<file path="src/rtl/spi_frame_pkg.sv">
// spi_frame_pkg: shared SPI frame widths, FSM state encoding and frame check
package spi_frame_pkg;
  localparam int CNT_W = 14;
  localparam int PAD_W = 2;
  localparam int BYTE_W = 8;
  localparam int FRAME_BITS = 16;
  localparam int BIT_W = $clog2(FRAME_BITS + 1);
  typedef enum logic [1:0] {IDLE, RX_HIGH, RX_LOW, OVERRUN} state_t;
  function automatic logic frame_ok(input logic [BYTE_W-1:0] hi);
    return hi[BYTE_W-1 -: PAD_W] == '0;
  endfunction
endpackage

</file>
<file path="src/rtl/spi_counter_receiver_if.sv">
// spi_counter_receiver_if: SPI bus wires between master and counter receiver
interface spi_counter_receiver_if;
  logic sclk, mosi, ss, miso;
  modport master(output sclk, mosi, ss, input miso);
  modport slave(input sclk, mosi, ss, output miso);
endinterface

</file>
<file path="src/rtl/spi_slave_shift.sv">
// spi_slave_shift: input synchronizers, edge detection, rx/tx shift registers and bit counter
module spi_slave_shift
  import spi_frame_pkg::*;
#(
  parameter int SYNC_STAGES = 2
) (
  input  logic              clk,
  input  logic              reset,
  input  logic              sclk,
  input  logic              mosi,
  input  logic              ss,
  input  logic              active,
  input  logic [BYTE_W-1:0] tx_data,
  output logic              sclk_rise,
  output logic              ss_fall,
  output logic              ss_rise,
  output logic              mosi_s,
  output logic [BYTE_W-1:0] rx_byte,
  output logic [BIT_W-1:0]  bit_cnt,
  output logic              miso
);
  logic [SYNC_STAGES-1:0] sclk_q, mosi_q, ss_q;
  logic sclk_s, ss_s, sclk_d, ss_d, sclk_fall;
  logic [BYTE_W-1:0] tx_sr;
  assign sclk_s = sclk_q[SYNC_STAGES-1];
  assign ss_s = ss_q[SYNC_STAGES-1];
  assign mosi_s = mosi_q[SYNC_STAGES-1];
  assign sclk_rise = sclk_s & ~sclk_d;
  assign sclk_fall = ~sclk_s & sclk_d;
  assign ss_fall = ~ss_s & ss_d;
  assign ss_rise = ss_s & ~ss_d;
  assign miso = ~ss_s & tx_sr[BYTE_W-1];
  // synchronizers and edge history, resetting to the idle bus levels
  always_ff @(posedge clk or posedge reset)
    if (reset) begin
      sclk_q <= '0;
      mosi_q <= '0;
      ss_q <= '1;
      sclk_d <= 1'b0;
      ss_d <= 1'b1;
    end else begin
      sclk_q <= {sclk_q[SYNC_STAGES-2:0], sclk};
      mosi_q <= {mosi_q[SYNC_STAGES-2:0], mosi};
      ss_q <= {ss_q[SYNC_STAGES-2:0], ss};
      sclk_d <= sclk_s;
      ss_d <= ss_s;
    end
  // frame start loads the reply; rising edges sample mosi, falling edges advance miso
  // and after the 8th bit the reply switches to the just-received high byte
  always_ff @(posedge clk or posedge reset)
    if (reset) begin
      rx_byte <= '0;
      tx_sr <= '0;
      bit_cnt <= '0;
    end else if (ss_fall) begin
      bit_cnt <= '0;
      tx_sr <= tx_data;
    end else if (active) begin
      if (sclk_rise) begin
        rx_byte <= {rx_byte[BYTE_W-2:0], mosi_s};
        bit_cnt <= bit_cnt + BIT_W'(1);
      end
      if (sclk_fall) tx_sr <= (bit_cnt == BIT_W'(BYTE_W)) ? rx_byte : {tx_sr[BYTE_W-2:0], 1'b0};
    end
endmodule

</file>
<file path="src/rtl/spi_counter_receiver.sv">
// spi_counter_receiver: SPI mode-0 slave taking 16-bit counter frames; SPI_RX_ERR_CNT_EN enables the rejected-frame counter
module spi_counter_receiver
  import spi_frame_pkg::*;
#(
  parameter int SYNC_STAGES = 2
) (
  input  logic                 clk,
  input  logic                 reset,
  spi_counter_receiver_if.slave spi,
  output logic [CNT_W-1:0]     o_counter,
  output logic                 o_valid,
  output logic                 o_frame_err,
  output logic [7:0]           o_err_count
);
  state_t state, state_nx;
  logic sclk_rise, ss_fall, ss_rise, mosi_s, active, hi_done, done, abort;
  logic [BYTE_W-1:0] rx_byte, rx_next, hi_byte, good_cnt;
  logic [BIT_W-1:0] bit_cnt;
  assign active = state inside {RX_HIGH, RX_LOW};
  assign rx_next = {rx_byte[BYTE_W-2:0], mosi_s};
  assign hi_done = state == RX_HIGH && sclk_rise && bit_cnt == BIT_W'(BYTE_W - 1);
  assign done = state == RX_LOW && sclk_rise && bit_cnt == BIT_W'(FRAME_BITS - 1);
  assign abort = active && ss_rise && !done;
  spi_slave_shift #(.SYNC_STAGES(SYNC_STAGES)) u_shift (
    .clk(clk),
    .reset(reset),
    .sclk(spi.sclk),
    .mosi(spi.mosi),
    .ss(spi.ss),
    .active(active),
    .tx_data(good_cnt),
    .sclk_rise(sclk_rise),
    .ss_fall(ss_fall),
    .ss_rise(ss_rise),
    .mosi_s(mosi_s),
    .rx_byte(rx_byte),
    .bit_cnt(bit_cnt),
    .miso(spi.miso)
  );
  // frame sequencing; a frame completing on the same cycle ss rises goes straight to IDLE
  always_comb begin
    state_nx = state;
    case (state)
      IDLE:    state_nx = ss_fall ? RX_HIGH : IDLE;
      RX_HIGH: state_nx = ss_rise ? IDLE : hi_done ? RX_LOW : RX_HIGH;
      RX_LOW:  state_nx = ss_rise ? IDLE : done ? OVERRUN : RX_LOW;
      default: state_nx = ss_rise ? IDLE : OVERRUN;
    endcase
  end
  // state register
  always_ff @(posedge clk or posedge reset)
    if (reset) state <= IDLE;
    else state <= state_nx;
  // latch the high byte, evaluate finished frames and count good ones for the reply
  always_ff @(posedge clk or posedge reset)
    if (reset) begin
      hi_byte <= '0;
      o_counter <= '0;
      o_valid <= 1'b0;
      o_frame_err <= 1'b0;
      good_cnt <= '0;
    end else begin
      o_valid <= done && frame_ok(hi_byte);
      o_frame_err <= (done && !frame_ok(hi_byte)) || abort;
      if (hi_done) hi_byte <= rx_next;
      if (done && frame_ok(hi_byte)) begin
        o_counter <= {hi_byte[CNT_W-BYTE_W-1:0], rx_next};
        good_cnt <= good_cnt + 8'd1;
      end
    end
`ifdef SPI_RX_ERR_CNT_EN
  // saturating count of rejected frames
  always_ff @(posedge clk or posedge reset)
    if (reset) o_err_count <= '0;
    else if (o_frame_err && o_err_count != 8'hFF) o_err_count <= o_err_count + 8'd1;
`else
  assign o_err_count = '0;
`endif
endmodule

</file>
<file path="src/flat_wrapper.sv">
// flat-port wrapper written by rule: the top's interface ports become plain ports
module spi_counter_receiver_flat import spi_frame_pkg::*;
#(
  parameter int SYNC_STAGES = 2
)
  (clk, reset, o_counter, o_valid, o_frame_err, o_err_count, spi_sclk, spi_mosi, spi_ss, spi_miso);
  spi_counter_receiver_if spi_i ();
  input  logic clk;
  input  logic reset;
  output logic [CNT_W-1:0] o_counter;
  output logic o_valid;
  output logic o_frame_err;
  output logic [7:0] o_err_count;
  input wire logic [$bits(spi_i.sclk)-1:0] spi_sclk;
  input wire logic [$bits(spi_i.mosi)-1:0] spi_mosi;
  input wire logic [$bits(spi_i.ss)-1:0] spi_ss;
  output wire logic [$bits(spi_i.miso)-1:0] spi_miso;
  assign spi_i.sclk = spi_sclk;
  assign spi_i.mosi = spi_mosi;
  assign spi_i.ss = spi_ss;
  assign spi_miso = spi_i.miso;
  spi_counter_receiver #(.SYNC_STAGES(SYNC_STAGES)) u_core (.clk(clk), .reset(reset), .spi(spi_i), .o_counter(o_counter), .o_valid(o_valid), .o_frame_err(o_frame_err), .o_err_count(o_err_count));
endmodule
</file>
<file path="config.mk">
export PLATFORM = sky130hd
export DESIGN_NAME = spi_counter_receiver_flat
export DESIGN_NICKNAME = d
export VERILOG_FILES = /design/src/rtl/spi_frame_pkg.sv /design/src/rtl/spi_counter_receiver_if.sv /design/src/rtl/spi_slave_shift.sv /design/src/rtl/spi_counter_receiver.sv /design/src/flat_wrapper.sv
export SDC_FILE = /design/constraint.sdc
export NUM_CORES = 1
export LEC_CHECK = 0
export CORE_MARGIN = 2
export CORE_UTILIZATION = 56
export DETAILED_ROUTE_END_ITERATION = 6
export GPL_TIMING_DRIVEN = 0
export PLACE_DENSITY = 0.91
export SLEW_MARGIN = 20
export SYNTH_ARGS = -nofsm -noshare
export SYNTH_HDL_FRONTEND = slang
export SYNTH_HIERARCHICAL = 1
export SYNTH_SLANG_ARGS = --single-unit
</file>
<file path="constraint.sdc">
create_clock -name clk -period 1.8 [get_ports clk]
set_input_delay 0.18 -clock clk [delete_from_list [all_inputs] [get_ports clk]]
set_output_delay 0.18 -clock clk [all_outputs]
set_load 0.02 [all_outputs]
</file>
==> results of run 1 <==
==> cell usage after synthesis, drive strengths merged, types with 3 or more instances <==
cell type | number | area [µm²]
a21oi | 7 | 35.03
buf | 13 | 90.08
dfrtp | 60 | 1501
dfstp | 3 | 78.83
ha | 7 | 87.58
inv | 8 | 30.03
mux2 | 31 | 349.1
mux2i | 8 | 80.08
nand2 | 12 | 45.04
nand3 | 12 | 65.06
nor2 | 11 | 57.56
nor2b | 4 | 25.02
o211ai | 8 | 60.06
xnor2 | 4 | 35.03
xor2 | 5 | 43.79
==> cells by family after synthesis <==
kind of cell               share of synthesized area
xor gates and xnor gates                     0.02852
and+or+nand+nor                               0.1218
DFF                                           0.5718
AOI/OAI and AO/OA                            0.04617
buffers and inverters                        0.04346
muxes                                         0.1553
adders and majority gates                    0.03169
other                                       0.001357
==> cells in the final DEF (no fill, tap or decap), types with 5 or more instances in the layout <==
cell type         n
dfrtp_1          59
mux2_2           28
clkdlybuf4s50_1  21
buf_4            17
clkbuf_8         11
nand2_1          11
nand3_1          11
nor2_1            9
o211ai_1          8
conb_1            8
mux2i_1           8
a21oi_1           7
xor2_1            5
ha_1              5
==> per-stage QoR <==
| step | TNS (ns) | utilization | power, W | instances |
|---|---|---|---|---|
| after floorplan | 0 | - | 0.001817 | 222 |
| after global placement | -0.4590 | 0.6487 | 0.001894 | 310 |
| after detailed placement | -2.373 | 0.6487 | 0.001913 | 310 |
| after CTS | 0 | 0.7113 | 0.003135 | 332 |
| after global routing | -0.1128 | 0.7224 | 0.003244 | 334 |
| final | 0 | 0.7224 | 0.003129 | 334 |
==> power by group through the flow <==
stage | Sequential, W | Clock (W) | Combinational (W)
6_report | 0.00164 | 0.00121 | 0.000284
5_1_grt | 0.00165 | 0.00128 | 0.000315
4_1_cts | 0.00163 | 0.00123 | 0.000278
3_5_place_dp | 0.00165 | 0 | 0.000260
3_3_place_gp | 0.00165 | 0 | 0.000246
2_1_floorplan | 0.00161 | 0 | 0.000205
==> registers in the layout, indices dropped and copies added (netlist names) <==
| register | cells |
|---|---|
| u_core/u_shift/sclk_q | 2 |
| u_core/o_counter | 14 |
| u_core/u_shift/mosi_q | 2 |
| u_core/u_shift/bit_cnt | 5 |
| u_core/u_shift/ss_q | 2 |
| u_core/o_valid | 1 |
| u_core/state | 2 |
| u_core/good_cnt | 8 |
| u_core/o_frame_err | 1 |
| u_core/hi_byte | 8 |
| u_core/u_shift/sclk_d | 1 |
| u_core/u_shift/rx_byte | 8 |
| u_core/u_shift/tx_sr | 8 |
| u_core/u_shift/ss_d | 1 |
==> final timing paths <==
| kind | endpoint | slack, ns |
|---|---|---|
| setup / recovery | u_core/u_shift/rx_byte[6]$_DFFE_PP0P_ | 0.06 |
| hold / removal | u_core/u_shift/ss_q[0]$_DFF_PP1_ | 0.26 |
| setup reg to reg | u_core/u_shift/rx_byte[6]$_DFFE_PP0P_ | 0.06 |
| hold reg to reg | u_core/u_shift/sclk_q[1]$_DFF_PP0_ | 0.35 |
| max in group asynchronous | u_core/good_cnt[6]$_DFFE_PP0P_ | 0.98 |
| min in group asynchronous | u_core/u_shift/tx_sr[4]$_DFFE_PP0P_ | 0.31 |
==> layer usage <==
metal,share of wire,vias up
li1,-,834
met1,0.42,926
met2,0.52,47
met3,0.041,10
met4,0.021,0
met5,0,-
==> layout make-up <==
type,instances,area share
clock inverters,3,0.01239
flip-flops and latches,63,0.4605
multi-input cells,138,0.3348
clock buffers,12,0.04517
inverters,8,0.008743
well taps,67,0.02441
plain buffers,13,0.03097
repair buffers,30,0.08306
==> repair_timing <==
action                                  CTS  global route
setup buffers                             5             2
resized for setup                        14            10
hold buffers                              0             0
endpoints found under the setup margin   27            39
pin swaps                                 1             1
gates cloned                              2             0
==> run metrics, run 1 <==
GR peak layer met2; Setup Crit Path Kind register to register; Fin. Hold Viols 0; layout net count 275; # fillers 327; largest net degree at the start of global routing 35; Register Area 0.001582 mm²; FMAX 573.6 MHz; worst hold slack 0.2593 ns; Critical Path Start u_core/state[1]$_DFF_PP0_; status completed; antenna fix cells 0; Ys Warns 6; Yosys cell types 35; WL/cell 16.83 µm; sequential share of the synthesized area 0.5718; Top FF cell, synth dfrtp_1; Hold Path Stages 1; Switching Share 0.2479; worst slew pin tran 0.7201 ns; HP Class primary input to register; number of DRC markers in iteration 0 123; initial core utilization 0.5813; drt total wl 5621 µm; first-pass GRT wire length 8735 µm; r2r worst-path depth 5; DIE AREA 0.005514 mm²; Final Cell Area 0.003435 mm²; TritonCTS Buffers 9; Slowest cell on crit path ha_2; Max Root-Sink Buffers 2; worst-skew pair later-pin latency 0.33 ns; GR Util met3 0.04878; Pre-Repair DR Iteration Count 4; CP Capture Type register; die width 74.26 µm; via count 1817; Reg power frac 0.523; M1 GR Usage 0.2789; cell-internal power 0.002353 W; post-synthesis instance area 0.002764 mm²; leakage power 1.584 nW; Arrival @ worst endpoint 1.95 ns; gpl congestion 0.8318; Setup WS post-layout 0.05673 ns; share of post-route cells with drive strength above 1 0.3258; Mapped Cells 215; pre-CTS setup slack -0.1304 ns; Core Footprint 0.004755 mm²; # clock sinks 63; Port Buffer Count 21; Clock Skews 0.008038 ns; CTS tree done; FF+latch count, synth 63; P_sw 0.0007756 W; GRT overflow 0; Final HPWL DP 3418 µm; cell row count 25; top cell family by delay on the critical path adder cells; share of total power in the clock network 0.386; initial antenna violation count 0; Final min period 1.743 ns; vias in the first global route 1796; period utilization 0.9685; crit-path cells inv_1 -> ha_2 -> nand3b_4 -> nor2_8 -> mux2_2; pwr dens 911.1 mW/mm²; Largest stage delay, worst path 0.42 ns; VDD IR max 684.9 µV; crit start category register; Gate power share 0.091; RSZ-0062 raised after global routing true; vias per cell 5.440; DRC 0; Multi-input gate area 0.001150 mm²; Critical Path RT 2.01 ns; reg2reg start u_core/state[1]$_DFF_PP0_; average size of a mapped cell 12.86 µm²; ANT nets after route 0; Post-DP Area 0.003084 mm²; global routing usage on met2 0.3542; Clock transition at path regs 0.06 ns; Max FO, Critical Path 8; io pins 30; H-tree Lvls 3; critical path depth in cells 5; Die H 74.26 µm; worst hold start spi_ss; setup violators final 0; Slew HR 0.5192; Post-synth EDFFs 0; Area Overhead vs Synth 24.26%; WP buf/inv 1; asr flop ratio synth 1.000; fin. max-slew vios 0; GRT Overall Usage 0.2185; # Max-Cap Violations 0; clock root cell clkbuf_8
(Power assumes the default switching activity.)
==> inputs of run 2 (changes only) <==
--- a/config.mk
+++ b/config.mk
@@ -5,6 +5,7 @@
 export SDC_FILE = /design/constraint.sdc
 export NUM_CORES = 1
 export LEC_CHECK = 0
+export CAP_MARGIN = 20
 export CORE_MARGIN = 2
 export CORE_UTILIZATION = 56
 export DETAILED_ROUTE_END_ITERATION = 6
==> results of run 2 <==
Final layout, timing and power as in run 1 (identical DEF).
==> inputs of run 3 (changes only) <==
--- a/config.mk
+++ b/config.mk
@@ -9,7 +9,6 @@
 export CORE_MARGIN = 2
 export CORE_UTILIZATION = 56
 export DETAILED_ROUTE_END_ITERATION = 6
-export GPL_TIMING_DRIVEN = 0
 export PLACE_DENSITY = 0.91
 export SLEW_MARGIN = 20
 export SYNTH_ARGS = -nofsm -noshare
==> run 3 against run 2 <==
  * Sequential share of layout area about the same
  * Clock power increased by 3%
  * Register-to-register slack got worse by 0.03 ns
  * Cell count unchanged
  * Non-clock buffer count decreased by 1
  * Clock skew about the same
  * Worst hold slack got worse by 0.032 ns
  * Total power increased by 1.7%
  * Maximum frequency decreased by 1.6%
  * Critical endpoint is now u_core/o_counter[2]$_DFFE_PP0P_
==> run metrics, run 3 (same netlist as run 1, synthesis figures left out) <==
Final min period 1.771 ns (+0.02751 ns); HP Class primary input to asynchronous set/reset pin; Pre-Repair DR Iteration Count 4 (unchanged); DIE AREA 0.005514 mm² (unchanged); Final Cell Area 0.003432 mm² (about the same); Largest stage delay, worst path 0.40 ns (-0.02 ns); cell row count 25 (unchanged); gpl congestion 0.8271 (-0.57%); die width 74.26 µm (unchanged); WL/cell 17.01 µm (+1.1%); CTS tree done; Clock transition at path regs 0.07 ns (about the same); status completed; FMAX 564.7 MHz (-1.6%); antenna fix cells 0 (unchanged); GRT overflow 0 (unchanged); VDD IR max 515.4 µV (-25%); commonest non-fill, non-tap cell in the layout dfrtp_1; RSZ-0062 raised after global routing true; Core Footprint 0.004755 mm² (unchanged); pwr dens 927.3 mW/mm² (+1.8%); fin cells 334 (unchanged); setup violators final 0 (unchanged); worst-skew pair later-pin latency 0.35 ns (+0.02 ns); Clock Skews 0.008338 ns (+0.0002999 ns); H-tree Lvls 3 (unchanged); Die H 74.26 µm (unchanged); leakage power 1.578 nW (-0.39%); io pins 30 (unchanged); Port Buffer Count 21 (unchanged); number of DRC markers in iteration 0 181 (+47%); share of post-route cells with drive strength above 1 0.3034 (-0.02247); # Max-Cap Violations 0 (unchanged); Inst Count DP 306 (-1.3%); # fillers 318 (-2.8%); clock root cell clkbuf_8; crit start category register; crit-path cells inv_2 -> ha_4 -> nand4b_1 -> nor4_4 -> buf_6 -> buf_12 -> mux2_2; fin. max-slew vios 0 (unchanged); period utilization 0.9838 (+0.01528); first-pass GRT wire length 9259 µm (+6.0%); ANT nets after route 0 (unchanged); Max Root-Sink Buffers 2 (unchanged); Max FO, Critical Path 10 (+2); TritonCTS Buffers 9 (unchanged); CP Capture Type register; hold_buf cts 0 (unchanged); Setup Crit Path Kind register to register; vias in the first global route 1848 (+2.9%); Post-DP Area 0.003083 mm² (about the same); final core utilization 0.7218 (about the same); Final HPWL DP 3451 µm (+0.96%); largest net degree at the start of global routing 35 (unchanged); DRC 0 (unchanged); Setup WS post-layout 0.02923 ns (-0.02751 ns); most frequent cells in the layout 60 x dfrtp_1, 30 x mux2_2, 21 x clkdlybuf4s50_1; initial core utilization 0.5813 (unchanged); Arrival @ worst endpoint 2.01 ns (+0.06 ns); initial antenna violation count 0 (unchanged); via count 1848 (+1.7%); Area Overhead vs Synth 24.17% (about the same); flip-flop count of the largest register after layout 14 (unchanged); pre-CTS setup slack -0.03683 ns (+0.09361 ns); Critical Path RT 2.04 ns (+0.03 ns); drt total wl 5681 µm (+1.1%); Slowest cell on crit path dfrtp_1; # clock sinks 63 (unchanged); Biggest register u_core/o_counter; layout net count 274 (-0.36%); Fin. Hold Viols 0 (unchanged); vias per cell 5.533 (+1.7%); GRT Overall Usage 0.2354 (+0.01682)
==> run 3: layer usage <==
metal | wire length, µm | GRT usage
met1 | 2443 | 0.3201
met2 | 2781 | 0.3472
met3 | 275 | 0.07046
met4 | 181 | 0.1171
met5 | 0 | 0
==> run 3: critical path: cells and delay by family (launching register included) <==
| family | cells | cell delay [ns] |
|---|---|---|
| buf+inv | 3 | 0.42 |
| fa+ha+maj | 1 | 0.14 |
| simple gates | 2 | 0.37 |
| mux | 1 | 0.34 |
| flops | 1 | 0.40 |
==> run 3: final cells by class <==
class	instances	area [µm²]	share of cell area
Inverter	8	30.03	0.008750
Tap cell	67	83.83	0.02443
Clock inverter	6	68.82	0.02005
Timing Repair Buffer	42	404.1	0.1178
Sequential cell	63	1580	0.4604
Clock buffer	10	137.6	0.04010
Multi-Input combinational cell	138	1127	0.3285
==> run 3: worst paths after layout <==
kind | from | endpoint | slack (ns) | cells past startpoint
max | u_core/state[0]$_DFF_PP0_ | u_core/o_counter[2]$_DFFE_PP0P_ | 0.03 | 7
min | reset | u_core/u_shift/mosi_q[0]$_DFF_PP0_ | 0.23 | 3
max reg2reg | u_core/state[0]$_DFF_PP0_ | u_core/o_counter[2]$_DFFE_PP0P_ | 0.03 | 7
min reg2reg | u_core/u_shift/sclk_q[0]$_DFF_PP0_ | u_core/u_shift/sclk_q[1]$_DFF_PP0_ | 0.36 | 0
max in group asynchronous | reset | u_core/good_cnt[2]$_DFFE_PP0P_ | 1.24 | 3
min in group clk | spi_ss | u_core/u_shift/ss_q[0]$_DFF_PP1_ | 0.24 | 1
==> run 3: per-stage QoR <==
step,TNS [ns],power (W),hold slack (ns)
4_1_cts,0,0.003189,0.2271
5_1_grt,-0.2866,0.003310,0.2373
2_1_floorplan,0,0.001817,0.1845
6_report,0,0.003183,0.2269
3_5_place_dp,-0.3860,0.001923,0.3411
3_3_place_gp,0,0.001900,0.3340
==> run 3: repair_timing <==
item / in CTS / in global routing
gates cloned: 1 / 0
endpoints found under the setup margin: 17 / 36
resized for setup: 5 / 3
buffers inserted: 8 / 3
pin swaps: 2 / 3
==> run 3: power by group <==
group	total, W	switching (W)	internal [W]
registers	0.00164	0.000125	0.00151
logic	0.000291	0.000154	0.000137
clock network	0.00125	0.000571	0.000683
